$ cat src/rtl/cali_apply.sv
// Per-channel gain calibration: looks up each channel's Q2.14 gain in the calibration RAM
// and emits the rounded, saturated sample stream with frame markers and sticky framing errors.
module cali_apply #(
    parameter int NUM_CH    = 320,
    parameter int AW        = 9,
    parameter int DW        = 16,
    parameter int GAIN_FRAC = 14
) (
    input  logic          clk,
    input  logic          reset_n,
    input  logic          in_valid,
    input  logic          in_sof,
    input  logic [DW-1:0] in_data,
    input  logic          bypass,
    input  logic          err_clear,
    output logic [AW-1:0] ram_address,
    output logic          ram_clken,
    input  logic [DW-1:0] ram_readdata,
    output logic          out_valid,
    output logic          out_sof,
    output logic          out_eof,
    output logic [DW-1:0] out_data,
    output logic          out_sat,
    output logic          short_err,
    output logic          long_err,
    output logic [15:0]   frame_count
);

    localparam logic [0:0]    WAIT_SOF = 1'b0;
    localparam logic [0:0]    IN_FRAME = 1'b1;
    localparam logic [AW-1:0] LAST_CH  = AW'(NUM_CH - 1);
    localparam int            PW       = 2 * DW;
    localparam int            SW       = PW + 1;

    logic [0:0]    state_q, state_d;
    logic [AW-1:0] ch_q, ch_d;
    logic [15:0]   frame_q, frame_d;
    logic          short_q, short_d;
    logic          long_q, long_d;
    logic          clken_q;

    logic [AW-1:0] chan;
    logic          accept, is_eof, short_set, long_set;

    logic          vld_p0, vld_p1, vld_p2;
    logic [DW-1:0] data_p0, data_p1, data_p2;
    logic          sof_p0, sof_p1, sof_p2;
    logic          eof_p0, eof_p1, eof_p2;
    logic          byp_p0, byp_p1, byp_p2;
    logic [DW-1:0] gain_p1;
    logic [PW-1:0] prod_p2;

    logic          out_valid_q, out_sof_q, out_eof_q, out_sat_q;
    logic [DW-1:0] out_data_q;
    logic [DW:0]   rs;

    // Returns {saturated, value}: round-half-up of prod / 2^GAIN_FRAC clamped to DW bits.
    function automatic logic [DW:0] round_sat(input logic [PW-1:0] prod);
        logic [SW-1:0] sum;
        logic [SW-1:0] r;
        sum = SW'(prod) + (SW'(1) << (GAIN_FRAC - 1));
        r   = sum >> GAIN_FRAC;
        if (|r[SW-1:DW]) begin
            return {1'b1, {DW{1'b1}}};
        end
        return {1'b0, r[DW-1:0]};
    endfunction

    always_comb begin
        chan      = in_sof ? '0 : ch_q;
        accept    = in_valid & (in_sof | (state_q == IN_FRAME));
        is_eof    = accept & (chan == LAST_CH);
        short_set = in_valid & in_sof & (state_q == IN_FRAME);
        long_set  = in_valid & ~in_sof & (state_q == WAIT_SOF);
        state_d   = state_q;
        ch_d      = ch_q;
        frame_d   = frame_q;
        if (accept) begin
            if (is_eof) begin
                state_d = WAIT_SOF;
                ch_d    = '0;
                frame_d = frame_q + 16'd1;
            end else begin
                state_d = IN_FRAME;
                ch_d    = chan + AW'(1);
            end
        end
        // A new error event outranks a coincident clear.
        short_d = short_set | (short_q & ~err_clear);
        long_d  = long_set | (long_q & ~err_clear);
    end

    assign ram_address = chan;
    assign rs          = round_sat(prod_p2);

    always_ff @(posedge clk or negedge reset_n) begin
        if (!reset_n) begin
            state_q     <= WAIT_SOF;
            ch_q        <= '0;
            frame_q     <= '0;
            short_q     <= 1'b0;
            long_q      <= 1'b0;
            clken_q     <= 1'b0;
            vld_p0      <= 1'b0;
            vld_p1      <= 1'b0;
            vld_p2      <= 1'b0;
            out_valid_q <= 1'b0;
            out_sof_q   <= 1'b0;
            out_eof_q   <= 1'b0;
            out_sat_q   <= 1'b0;
            out_data_q  <= '0;
        end else begin
            state_q     <= state_d;
            ch_q        <= ch_d;
            frame_q     <= frame_d;
            short_q     <= short_d;
            long_q      <= long_d;
            clken_q     <= 1'b1;
            vld_p0      <= accept;
            vld_p1      <= vld_p0;
            vld_p2      <= vld_p1;
            // Stage 3: round, saturate, register outputs
            out_valid_q <= vld_p2;
            out_sof_q   <= vld_p2 & sof_p2;
            out_eof_q   <= vld_p2 & eof_p2;
            out_sat_q   <= vld_p2 & ~byp_p2 & rs[DW];
            out_data_q  <= byp_p2 ? data_p2 : rs[DW-1:0];
        end
    end

    always_ff @(posedge clk) begin
        // Stage 0: sample accepted, RAM address registered in the RAM on this same edge
        data_p0 <= in_data;
        sof_p0  <= in_sof;
        eof_p0  <= is_eof;
        byp_p0  <= bypass;
        // Stage 1: gain from the RAM paired with its sample
        gain_p1 <= ram_readdata;
        data_p1 <= data_p0;
        sof_p1  <= sof_p0;
        eof_p1  <= eof_p0;
        byp_p1  <= byp_p0;
        // Stage 2: product
        prod_p2 <= PW'(data_p1) * PW'(gain_p1);
        data_p2 <= data_p1;
        sof_p2  <= sof_p1;
        eof_p2  <= eof_p1;
        byp_p2  <= byp_p1;
    end

    assign ram_clken   = clken_q;
    assign out_valid   = out_valid_q;
    assign out_sof     = out_sof_q;
    assign out_eof     = out_eof_q;
    assign out_data    = out_data_q;
    assign out_sat     = out_sat_q;
    assign short_err   = short_q;
    assign long_err    = long_q;
    assign frame_count = frame_q;

endmodule

$ cat config.mk
export PLATFORM = sky130hd
export DESIGN_NAME = cali_apply
export DESIGN_NICKNAME = d
export VERILOG_FILES = /design/src/rtl/cali_apply.sv
export SDC_FILE = /design/constraint.sdc
export NUM_CORES = 1
export LEC_CHECK = 0
export CORE_AREA = 2 2 181 183
export DETAILED_ROUTE_END_ITERATION = 12
export DIE_AREA = 0 0 183 185
export DONT_BUFFER_PORTS = 1
export PLACE_DENSITY_LB_ADDON = 0.05
export RECOVER_POWER = 25
export SLEW_MARGIN = 15
export SYNTH_ARGS = -nofsm -noshare
export SYNTH_HDL_FRONTEND = slang
export SYNTH_SLANG_ARGS = --single-unit
$ cat constraint.sdc
create_clock -name clk -period 13 [get_ports clk]
set_input_delay 1.95 -clock clk [delete_from_list [all_inputs] [get_ports clk]]
set_output_delay 1.95 -clock clk [all_outputs]
set_load 0.05 [all_outputs]
==> results.yml, run 1 <==
die:
  die_x_um: 183
  chipHeight_um: 185
  ios: 86
  rows: 66
  initial_core_util_pct: 39.4
  die_area_um2: 33900
  coreArea_um2: 32000
route:
  wire_per_inst_um: 18.2
  drc: 0
  viasPerCell: 4.85
  via_count: 8232
  totalWireLength_mm: 30.9
  ant_nets: 0
  dr.pass1.iters: 5
  drt_iter0_markers: 304
yosys:
  synth_cell_types: 54
  ys.flop_type: "dfxtp_1"
  synth_adder_area_share_pct: 40.9
  synthTopCellsByCount: "236 x inv_1, 193 x fa_1, 165 x nand2_1, 127 x and2_1, 104 x ha_1"
  synth_cells: 1293
  synthXorXnorAreaFrac_pct: 3.53
  synth_mux_area_share_pct: 0.168
  synth_area_leaders: "fa_1 31%, dfxtp_1 15%, dfrtp_1 10%"
  yosysMostFrequentCell: "inv_1"
  synth_nets: 1628
  synthesis.area_um2: 12600
  synth.avg_cell_area_um2: 9.77
  ys_warn_count: 0
  synth_edf_count: 0
  yosys.area.top_type_share_pct: 30.6
  ys_seq_elements: 144
  synth_top_family_by_area: "adder cells"
  synthSimpleGateAreaFrac_pct: 16.9
  synth_compound_gate_area_share_pct: 5.39
  ys_seq_area_share_pct: 24.9
  synth_top_area_cell: "fa_1"
  async_flop_share_pct: 36.1
timing:
  period_needed_ps: 6660
  fin_crit_sh_pct: 51.2
  fmax_ghz: 0.150
  rsz0062_at_grt: "false"
  slew_violations: 0
  hold_viol_final: 0
  finClkSkew_ps: 16.6
  holdWs_ps: 322
  setup_viol: 0
  setup_tns_ps: 0
  relSlewSlack_pct: 24.9
  worst_pin_slew_ps: 1120
setup_path:
  worstSetupStartpointType: "flop"
  critPathMaxFanout: 11
  r2r_setup_slack_ps: 6340
  worstSetupEndpointType: "flop"
  crit_arrival_ps: 6960
  required_ps: 13300
  crit_type: "reg2reg"
grt:
  grt_pass1_vias: 8949
  grt.overflow.total: 0
  antenna_found_initial: 0
  grt_start_max_net_pins: 53
  grt.total_usage_pct: 19.4
  grt_pass1_wl_mm: 49.9
flow_run:
  max-cap-violations: 0
final_layout:
  drive_gt1_share_pct: 3.33
  fillers: 3174
  antenna_cells: 0
  fin_util_pct: 42.4
  fin_nets: 1613
  stdcell_count: 1699
  area_delta_synth_final_pct: 7.52
clocking:
  cts_buffers: 17
  cts_tree: "built"
  postCtsSetupBuffers: 0
  insertion_delay_ps: 440
  cts.clk_slew.worst_paths_ps: 70
  cts_resized: 0
  clk_path_buf_depth: 2
  clockRootBuffer: "clkbuf_16"
  htree_levels: 4
  hold_buffers: 0
  clock-sinks: 144
hold_path:
  min_path_type: "reg2reg"
pwr:
  switching_share_pct: 49.3
  leakage_nw: 6.62
  power_frac_clock_pct: 12.8
  seqPwrFrac_pct: 17.6
  ir_drop_v: 0.000160
  power_frac_comb_pct: 69.6
  powerDensity_nw_per_um2: 278
  p_total_mw: 3.78
  p_int_mw: 1.92
  p_sw_mw: 1.86
placed_design:
  place_inst: 1667
  hpwl_mm: 22.8
  gp_congestion: 0.822
  port-buffer-count: 0
status:
  status: "complete, no violations"
-- layout by cell type, fill, tap and decap left out, types with 3 or more instances in the layout --
cell type	instances
o31ai_1	4
ha_1	104
a21oi_1	38
nand2b_1	5
xor2_1	24
and2_1	126
nor2b_1	28
nor4_1	6
dfxtp_1	92
inv_1	236
fa_1	193
a21o_1	12
o21ai_0	28
clkinv_4	4
clkbuf_16	17
nor3_1	9
dfrtp_1	52
and3_1	8
nand3_1	22
nor2_1	22
buf_4	3
clkbuf_1	5
o21bai_1	6
and4_1	4
nand4_1	11
xnor2_1	25
nand2_1	165
-- state kept, by name, indices dropped and copies added, names as in the netlist, 9 cells and up --
name / count
out_data: 16
data_p0: 16
data_p1: 16
prod_p2: 19
data_p2: 16
frame_count: 16
ch_q: 9
gain_p1: 16
-- worst paths after layout --
| path | start | depth (start not counted) | to |
|---|---|---|---|
| setup / recovery | data_p1[9] | 19 | prod_p2[27] |
| hold / removal | data_p0[1] | 0 | data_p1[1] |
| setup reg to reg | data_p1[9] | 19 | prod_p2[27] |
| hold reg to reg | data_p0[1] | 0 | data_p1[1] |
| max in group asynchronous | reset_n | 0 | ch_q[5] |
| min in group asynchronous | reset_n | 0 | frame_count[15] |
-- routing by layer --
metal	global-route usage, %	vias to the layer above	share of wire (%)
li1	-	3951	-
met1	28.1	4096	51
met2	30.6	164	44
met3	3.11	21	3.6
met4	4.61	0	1.2
met5	0	-	0
-- critical path: stages, from the launching register on --
cell      delay, ps
dfxtp_1         640
clkbuf_1        620
nand2_1         190
fa_1            530
fa_1            510
inv_1            50
fa_1            550
fa_1            430
fa_1            490
inv_1            50
fa_1            470
inv_1            40
ha_1            350
a21o_1          200
a211o_1         290
nor4_1          310
a22oi_2         180
a31oi_2         340
o31ai_1         130
xor2_1          160
-- logic make-up after synthesis --
| logic type | Yosys count |
|---|---|
| buffers and inverters | 275 |
| AO/OA/AOI/OAI | 109 |
| flip-flops | 144 |
| multiplexers | 2 |
| adder cells (fa/ha/maj) | 297 |
| XOR/XNOR | 50 |
| AND/OR/NAND/NOR | 415 |
| other | 1 |
-- through the flow --
stage	setup WS (ps)	cell area, um^2
finish	6340	13600
global route	6100	13600
CTS	6460	13600
detailed placement	6450	13000
global placement	6500	13000
floorplan	7230	12600
-- layout make-up --
type	instances	area (um^2)	area share (%)
clock buffer	21	450	3.32
clock inverter	11	108	0.792
multi-input combinational	874	8460	62.3
tap	408	510	3.76
inverter	236	886	6.52
timing repair buffer	5	30.0	0.221
sequential	144	3140	23.1
-- power by group through the flow --
stage | logic (mW) | registers (mW) | clock network (mW)
floorplan | 2.06 | 0.638 | 0
global placement | 2.64 | 0.678 | 0
detailed placement | 2.63 | 0.677 | 0
CTS | 2.65 | 0.668 | 0.497
global route | 3.02 | 0.677 | 0.514
finish | 2.63 | 0.667 | 0.482
Power figures use the tool's default switching activity.
==> inputs of run 2 (changes only) <==
Clock period 13 ns to 6.6 ns, I/O delays scaled along.
==> run 2 against run 1 <==
Net effect:
- clock skew about the same
- global-route usage is essentially flat
- sequential power grew 95%
- critical path type unchanged
- critical endpoint unchanged
- highest routed layer is now met5
==> results.yml, run 2 (same netlist as run 1, synthesis figures left out) <==
route:
  viasPerCell: 4.86
  wire_per_inst_um: 17.8
  dr.pass1.iters: 5
  ant_nets: 0
  drt_iter0_markers: 355
  drc: 0
  via_count: 8380
  totalWireLength_mm: 30.7
final_layout:
  largest_register: "prod_p2"
  largest_reg_flops: 19
  final_common_cell: "inv_1"
  mostFrequentLayoutCells: "236 x inv_1, 193 x fa_1, 165 x nand2_1"
  fin_nets: 1639
  fillers: 3130
  stdcell_count: 1725
  drive_gt1_share_pct: 5.85
  multi_input_area_um2: 8460
  area_delta_synth_final_pct: 9.97
  regArea_um2: 3150
  antenna_cells: 0
timing:
  rsz0062_at_grt: "false"
  worst_pin_slew_ps: 1110
  fmax_ghz: 0.159
  setup_tns_ps: 0
  fin_ws_ps: 325
  period_needed_ps: 6280
  setup_viol: 0
  slew_violations: 0
  fin_crit_sh_pct: 95.1
  hold_viol_final: 0
  relSlewSlack_pct: 25.6
  finClkSkew_ps: 16.4
clocking:
  clockRootBuffer: "clkbuf_16"
  htree_levels: 4
  hold_buffers: 0
  clk_path_buf_depth: 2
  postCtsSetupBuffers: 0
  cts_resized: 0
  cts_tree: "built"
  insertion_delay_ps: 440
  cts.clk_slew.worst_paths_ps: 70
  cts_buffers: 17
  clock-sinks: 144
setup_path:
  r2r_setup_slack_ps: 320
  critPathMaxFanout: 17
  worstSetupStartpointType: "flop"
  crit_arrival_ps: 6630
  crit_type: "reg2reg"
  cp_common_cell: "fa_1"
  cp_top_family: "adder cells"
  worstReg2RegEnd: "prod_p2[27]"
  r2r_cells: 20
  crit_buf_inv: 5
  cp_num_cells: 20
  crit_slowest_cell: "dfxtp_1"
  required_ps: 6950
  path_cells: "nand2_1 > fa_1 > inv_1 > fa_1 > inv_1 > fa_1 > inv_1 > fa_1 > fa_1 > inv_1 > fa_1 > inv_1 > ha_1 > nand3_1 > a21oi_1 > nor4_1 > a22oi_2 > a31oi_2 > o31ai_1 > xor2_1"
  worstSetupEndpointType: "flop"
  startpoint: "data_p1[3]"
  reg2reg_from: "data_p1[3]"
  critPathCapture: "prod_p2[27]"
  cpPeakStageDelay_ps: 880
grt:
  grt_start_max_net_pins: 53
  grt.overflow.total: 0
  grt.total_usage_pct: 19.5
  antenna_found_initial: 2
  grt_pass1_wl_mm: 50.2
  grt_pass1_vias: 9003
hold_path:
  min_path_type: "in2async"
flow_run:
  max-cap-violations: 0
placed_design:
  hpwl_mm: 24.4
  gp_congestion: 0.847
  port-buffer-count: 0
  place_inst: 1693
  post-place-ws_ps: 333
die:
  ios: 86
  rows: 66
  die_x_um: 183
  chipHeight_um: 185
  initial_core_util_pct: 39.4
  coreArea_um2: 32000
  die_area_um2: 33900
pwr:
  leakage_nw: 6.81
  ir_drop_v: 0.000322
  p_total_mw: 7.55
  powerDensity_nw_per_um2: 544
status:
  status: "complete, no violations"
[run 2: cell count changes in the layout (fill, tap and decap cells not counted), moves of 2 or more]
cell        before  now
dfxtp_1         92   89
dfxtp_2          0    3
buf_4            3   31
clkinv_2         2    0
clkbuf_1         5    0
bufinv_16        1    4
inv_8            0    2
clkbuf_8         1    3
clkinvlp_4       2    0
[run 2: final cells by class]
cell class	instances	area share (%)
clock inverter	12	1.40
multi-input combinational	874	60.9
tap	408	3.67
clock buffer	20	3.36
timing repair buffer	31	1.68
sequential	144	22.6
inverter	236	6.38
[run 2: worst min-delay path by stage]
stage,startpoint,endpoint,slack (ps),cells past startpoint
2_1_floorplan,byp_p0,byp_p1,310,0
6_report,reset_n,ram_clken,250,0
3_3_place_gp,data_p0[4],data_p1[4],310,0
4_1_cts,reset_n,long_err,220,0
5_1_grt,reset_n,ram_clken,220,0
3_5_place_dp,data_p0[0],data_p1[0],310,0
[run 2: through the flow]
step	hold WS (ps)	area [um^2]	util, %
floorplan	310	12600	-
global placement	310	13200	41.3
detailed placement	312	13200	41.3
CTS	220	13900	43.3
global route	215	13900	43.4
finish	249	13900	43.4
[run 2: routing by layer]
metal / GRT usage, % / vias to the layer above / wire (um)
li1: - / 3991 / -
met1: 28.6 / 4154 / 15700
met2: 29.5 / 206 / 13100
met3: 3.91 / 27 / 1550
met4: 4.45 / 2 / 345
met5: 0 / - / 13
[run 2: power by group]
part | internal (mW) | total, mW | leakage [nW] | switching (mW)
clock network | 0.675 | 1.11 | 0.326 | 0.435
registers | 1.07 | 1.30 | 1.43 | 0.229
logic | 2.18 | 5.15 | 5.05 | 2.97
total | 3.92 | 7.55 | 6.81 | 3.63
==> RTL change 1: new RTL, settings of run 2 <==
Reset style: synchronous (`reset_n`), changed in one clocked block.
--- a/src/rtl/cali_apply.sv
+++ b/src/rtl/cali_apply.sv
@@ -94,5 +94,5 @@
     assign rs          = round_sat(prod_p2);
 
-    always_ff @(posedge clk or negedge reset_n) begin
+    always_ff @(posedge clk) begin
         if (!reset_n) begin
             state_q     <= WAIT_SOF;
Formal check against the unedited RTL: not equivalent (Yosys sat finds a counterexample within 4 cycles, from zero or initial values and one cycle with reset_n low; the reset may be asserted at any time).
==> RTL change 1 against run 2 <==
Routed wire length decreased by 1.2%. Final area fell by 1.5%. Sequential cell count stayed put. Core utilization shrank 0.64 points. Die area stayed put. Clock skew is 0.0021 ns lower. Setup slack improved by 0.031 ns. Area after synthesis is 0.20% higher. Total power grew 1.8%. Highest routed layer is now met4.
==> RTL change 1: results (changes against run 2) <==
| Metric | Value |
|---|---|
| Via count | 8634 (was 8380) |
| CP peak stage delay | 0.88 ns (about the same) |
| Synth cell count leaders | 236 x inv_1, 193 x fa_1, 166 x nand2_1, 144 x dfxtp_1, 134 x and2_1 (was 236 x inv_1, 193 x fa_1, 165 x nand2_1, 127 x and2_1, 104 x ha_1) |
| RD Place Congestion | 0.784 (was 0.847) |
| Final WL | 30.4 mm (was 30.7 mm) |
| Crit path max-delay family | adder cells (unchanged) |
| Max FFs per register | 19 (unchanged) |
| Clock Pin Slew Worst Setup and Hold Paths | 0.06 ns |
| Initial antenna violation count | 0 (was 2) |
| Hold path depth | 0 |
| DRT Pass-1 Iters | 5 (unchanged) |
| RR Endpoint | prod_p2[27]$_DFF_P_ (unchanged) |
| Sequential fraction of the synthesis area | 0.228 (was 0.249) |
| Worst r2r src | data_p1[11]$_DFF_P_ (was data_p1[3]$_DFF_P_) |
| Hold_sp | data_p0[9]$_DFF_P_ |
| Outcome | finished clean (unchanged) |
| Peak supply drop | 0.373 mV (was 0.322 mV) |
| Post-DP HPWL | 24.4 mm (about the same) |
| WP data arrival | 6.55 ns (was 6.63 ns) |
| Largest Register | prod_p2 (unchanged) |
| Nets@finish | 1683 (was 1639) |
| Post-synth cell types | 56 (was 54) |
| Leak | 6.48 nW (was 6.81 nW) |
| Top post-synthesis cells by area | fa_1 31%, dfxtp_1 23%, ha_1 10% (was fa_1 31%, dfxtp_1 15%, dfrtp_1 10%) |
| Fillers | 3202 (was 3130) |
| Worst-margin pin slew | 1.11 ns (about the same) |
| Largest net degree at the start of global routing | 28 (was 53) |
| Crit-path slowest cell | dfxtp_1 (unchanged) |
| Later-pin clock latency in the skew report | 0.44 ns (about the same) |
| Hold crit path type | reg2reg (was in2async) |
| Worst slack, placed | 0.109 ns (was 0.333 ns) |
| Asr flop ratio synth | 0 (was 0.361) |
| Initial DRC count | 447 (was 355) |
| Global router's overall resource usage | 0.190 (was 0.195) |
| First-pass GRT wire length | 49.3 mm (was 50.2 mm) |
| Share of layout cells above drive strength 1 | 0.0551 (was 0.0585) |
| R2R depth | 18 (was 20) |
| Ant diodes | 0 (unchanged) |
| Reg2reg setup slack | 0.36 ns (was 0.32 ns) |
| Ys Warns | 0 (unchanged) |
| CTS Buffer Depth | 2 (unchanged) |
| Setup Skew | 0.0144 ns (was 0.0164 ns) |
| Vias in the first global route | 9065 (was 9003) |
| Clock Tree Root | clkbuf_16 (unchanged) |
| Maximum net fanout on the critical path | 17 (unchanged) |
[RTL change 1: cell count changes in the layout (fill, tap and decap cells not counted), moves of 7 or more]
cell	delta
a21oi_1	+17
a21oi_2	+10
and2_1	+7
buf_4	-11
dfrtp_1	-52
dfxtp_1	+54
nor2_1	+20
nor2b_1	-14
o21ai_0	+16
[RTL change 1: metal layers]
metal  wire, µm  up-vias  track usage
met5          0        -            0
met3       1150       18       0.0370
met1      15000     4274        0.267
li1           -     4183            -
met4        246        0       0.0384
met2      13900      159        0.307
[RTL change 1: cell type report]
class                   instances  area, µm²  share of cell area
clock inverters                11        106             0.00777
repair buffers                 20        150              0.0110
flip-flops and latches        144       2880               0.211
clock buffers                  20        457              0.0334
well taps                     408        510              0.0373
multi-input cells             929       8700               0.635
inverters                     236        886              0.0647
[RTL change 1: timing repair]
action / 4_1_cts / 5_1_grt
gates resized for setup: 0 / 1
buffers inserted: 0 / 0
setup endpoints to repair: 0 / 4
[RTL change 1: how the worst max path moves through the flow]
| stage | from | slack, ns | end | cells past startpoint |
|---|---|---|---|---|
| 2_1_floorplan | gain_p1[7]$_DFF_P_ | 1.02 | prod_p2[26]$_DFF_P_ | 20 |
| 3_3_place_gp | gain_p1[7]$_DFF_P_ | 0.24 | prod_p2[26]$_DFF_P_ | 19 |
| 3_5_place_dp | gain_p1[7]$_DFF_P_ | 0.11 | prod_p2[26]$_DFF_P_ | 19 |
| 4_1_cts | gain_p1[7]$_DFF_P_ | 0.20 | prod_p2[26]$_DFF_P_ | 19 |
| 5_1_grt | gain_p1[8]$_DFF_P_ | 0.08 | prod_p2[26]$_DFF_P_ | 19 |
| 6_report | data_p1[11]$_DFF_P_ | 0.36 | prod_p2[27]$_DFF_P_ | 18 |
[RTL change 1: logic make-up after synthesis]
family | count (synthesis) | share of synthesized area
compound gates | 149 | 0.0693
xor+xnor | 48 | 0.0332
fa+ha+maj | 297 | 0.408
buf+inv | 282 | 0.0856
flops | 144 | 0.228
simple gates | 435 | 0.176
[RTL change 1: through the flow]
step                hold slack, ns  instance area, µm²  cells  total power, mW  utilization
finish                       0.325               13700   1768             7.69        0.427
global route                 0.332               13700   1768             8.63        0.427
CTS                          0.327               13700   1768             7.80        0.427
detailed placement           0.312               13100   1737             6.81        0.410
global placement             0.310               13100   1737             6.86        0.410
floorplan                    0.310               12700   1355             5.55            -
[RTL change 1: report_power, final]
| part | leakage [nW] | switching (mW) | total, mW | internal, mW |
|---|---|---|---|---|
| logic | 5.02 | 3.21 | 5.51 | 2.30 |
| registers | 1.20 | 0.195 | 1.24 | 1.05 |
| clock network | 0.269 | 0.393 | 0.931 | 0.538 |
| total | 6.48 | 3.80 | 7.69 | 3.88 |
==> RTL change 2: new RTL, flow settings as in run 2 <==
Without the edit above. The parameter `AW` goes from 9 to 11.
--- a/src/rtl/cali_apply.sv
+++ b/src/rtl/cali_apply.sv
@@ -3,5 +3,5 @@
 module cali_apply #(
     parameter int NUM_CH    = 320,
-    parameter int AW        = 9,
+    parameter int AW        = 11,
     parameter int DW        = 16,
     parameter int GAIN_FRAC = 14
Ports: changed (resized ram_address); port bits go from 86 to 88. No check against the original RTL was run, so the function may have changed too.
==> RTL change 2 against run 2 <==
Clock power is 9.9% lower. Core utilization is 0.36 points lower. Setup slack worse by 0.047 ns. Global-route usage is 0.94 points higher. Non-clock buffer count is 7 higher. Critical path depth is 1 higher. Area after synthesis is 0.79% lower. Total power is 4.4% lower. Sequential cell count is 2 higher. Synthesized cell count is 1.9% lower. Final area is 0.82% lower. Routed wire length is 4.2% higher. Largest power group unchanged.
==> RTL change 2: results (changes against run 2) <==
| Metric | Value |
|---|---|
| Compound-Gate Fraction of Synth Area | 0.0576 (was 0.0539) |
| Worst slack, placed | 0.205 ns (was 0.333 ns) |
| Via count | 8305 (was 8380) |
| DP Cell Count | 1672 (was 1693) |
| WP data arrival | 6.64 ns (was 6.63 ns) |
| Wire length on met2 | 15.4 mm (was 13.1 mm) |
| Post-DP HPWL | 25.5 mm (was 24.4 mm) |
| Top post-synthesis cells by area | fa_1 31%, dfxtp_1 15%, dfrtp_1 11% (was fa_1 31%, dfxtp_1 15%, dfrtp_1 10%) |
| Mapped Nets | 1603 (was 1628) |
| Max layer used | met4 (was met5) |
| Non-filler cells, final | 1706 (was 1725) |
| Worst setup path startpoint | data_p1[4]$_DFF_P_ (was data_p1[3]$_DFF_P_) |
| Grt met2 use | 0.348 (was 0.295) |
| Routed length on met1 | 14.8 mm (was 15.7 mm) |
| Peak supply drop | 0.509 mV (was 0.322 mV) |
| Mapped Cells | 1268 (was 1293) |
| Setup Skew | 0.0116 ns (was 0.0164 ns) |
| Initial antenna violation count | 3 (was 2) |
| Synth cell count leaders | 222 x inv_1, 193 x fa_1, 171 x nand2_1, 119 x and2_1, 104 x ha_1 (was 236 x inv_1, 193 x fa_1, 165 x nand2_1, 127 x and2_1, 104 x ha_1) |
| GR Util met1 | 0.272 (was 0.286) |
| Clock share of power | 0.139 (was 0.147) |
| Ys Warns | 0 (unchanged) |
| Mux share of post-synthesis cell area | 0.00260 (was 0.00168) |
| RD Place Congestion | 0.832 (was 0.847) |
| Comb. pwr | 4.92 mW (was 5.15 mW) |
| Outcome | finished clean (unchanged) |
| Final WL | 32.0 mm (was 30.7 mm) |
| Global router's overall resource usage | 0.204 (was 0.195) |
| Post-Synth Adder-Cell Area | 0.412 (was 0.409) |
| Largest net degree at the start of global routing | 55 (was 53) |
| Vias in the first global route | 9193 (was 9003) |
| Share of layout cells above drive strength 1 | 0.0617 (was 0.0585) |
| Initial DRC count | 390 (was 355) |
| WL met3 | 1.30 mm (was 1.55 mm) |
| Maximum net fanout on the critical path | 8 (was 17) |
| CP peak stage delay | 0.62 ns (was 0.88 ns) |
| Clock Tree Root | clkbuf_16 (unchanged) |
| Later-pin clock latency in the skew report | 0.44 ns (about the same) |
| CTS H-Tree Depth | 4 (unchanged) |
| Met3 Use GR | 0.0338 (was 0.0391) |
| Sequential fraction of the synthesis area | 0.255 (was 0.249) |
| Leak | 6.66 nW (was 6.81 nW) |
| Sw Ratio | 0.474 (was 0.481) |
| Worst-margin pin slew | 1.03 ns (was 1.11 ns) |
| Post-Synth XOR/XNOR Area | 0.0342 (was 0.0353) |
| Post-synth cell types | 57 (was 54) |
| Asr flop ratio synth | 0.370 (was 0.361) |
| First-pass GRT wire length | 51.7 mm (was 50.2 mm) |
-- RTL change 2: cell count changes in the layout (fill, tap and decap cells not counted), moves of 5 or more --
cell       change
inv_1         -14
a21oi_1       -20
nor4_1         -5
buf_4          +6
a2bb2oi_1     +12
nand2_1        +6
and2_1         -8
xor2_1         -8
a21o_1         -5
nor2b_1       -16
xnor2_1        +8
nor2_1        +15
-- RTL change 2: area by class of cell --
| class | instances | area, µm² |
|---|---|---|
| Clock buffer | 20 | 447 |
| Tap cell | 408 | 510 |
| Fill cell | 3165 | 18300 |
| Timing Repair Buffer | 38 | 298 |
| Multi-Input combinational cell | 857 | 8340 |
| Clock inverter | 12 | 145 |
| Inverter | 223 | 837 |
| Antenna cell | 2 | 5.00 |
| Sequential cell | 146 | 3200 |
-- RTL change 2: path summary, 6_finish.rpt --
check	end	slack (ns)	depth (start not counted)
worst max-delay path	prod_p2[30]$_DFF_P_	0.28	21
worst min-delay path	frame_count[6]$_DFFE_PN0P_	0.24	0
worst max register to register	prod_p2[30]$_DFF_P_	0.28	21
worst min register to register	eof_p2$_DFF_P_	0.32	0
max in group asynchronous	frame_count[8]$_DFFE_PN0P_	6.25	0
min in group clk	eof_p2$_DFF_P_	0.32	0
-- RTL change 2: kinds of logic (layout without fill, tap and decap cells) --
family / count (synthesis) / in the layout
xor gates and xnor gates: 49 / 49
and+or+nand+nor: 404 / 404
buffers and inverters: 265 / 293
adders and majority gates: 297 / 297
AOI/OAI and AO/OA: 103 / 103
other: 1 / 3
muxes: 3 / 3
DFF: 146 / 146
-- RTL change 2: stage by stage --
stage	util	area [µm²]	hold WS [ns]
detailed placement	0.411	13200	0.312
global placement	0.411	13200	0.310
global route	0.430	13800	0.213
floorplan	-	12500	0.310
finish	0.430	13800	0.244
CTS	0.430	13800	0.221
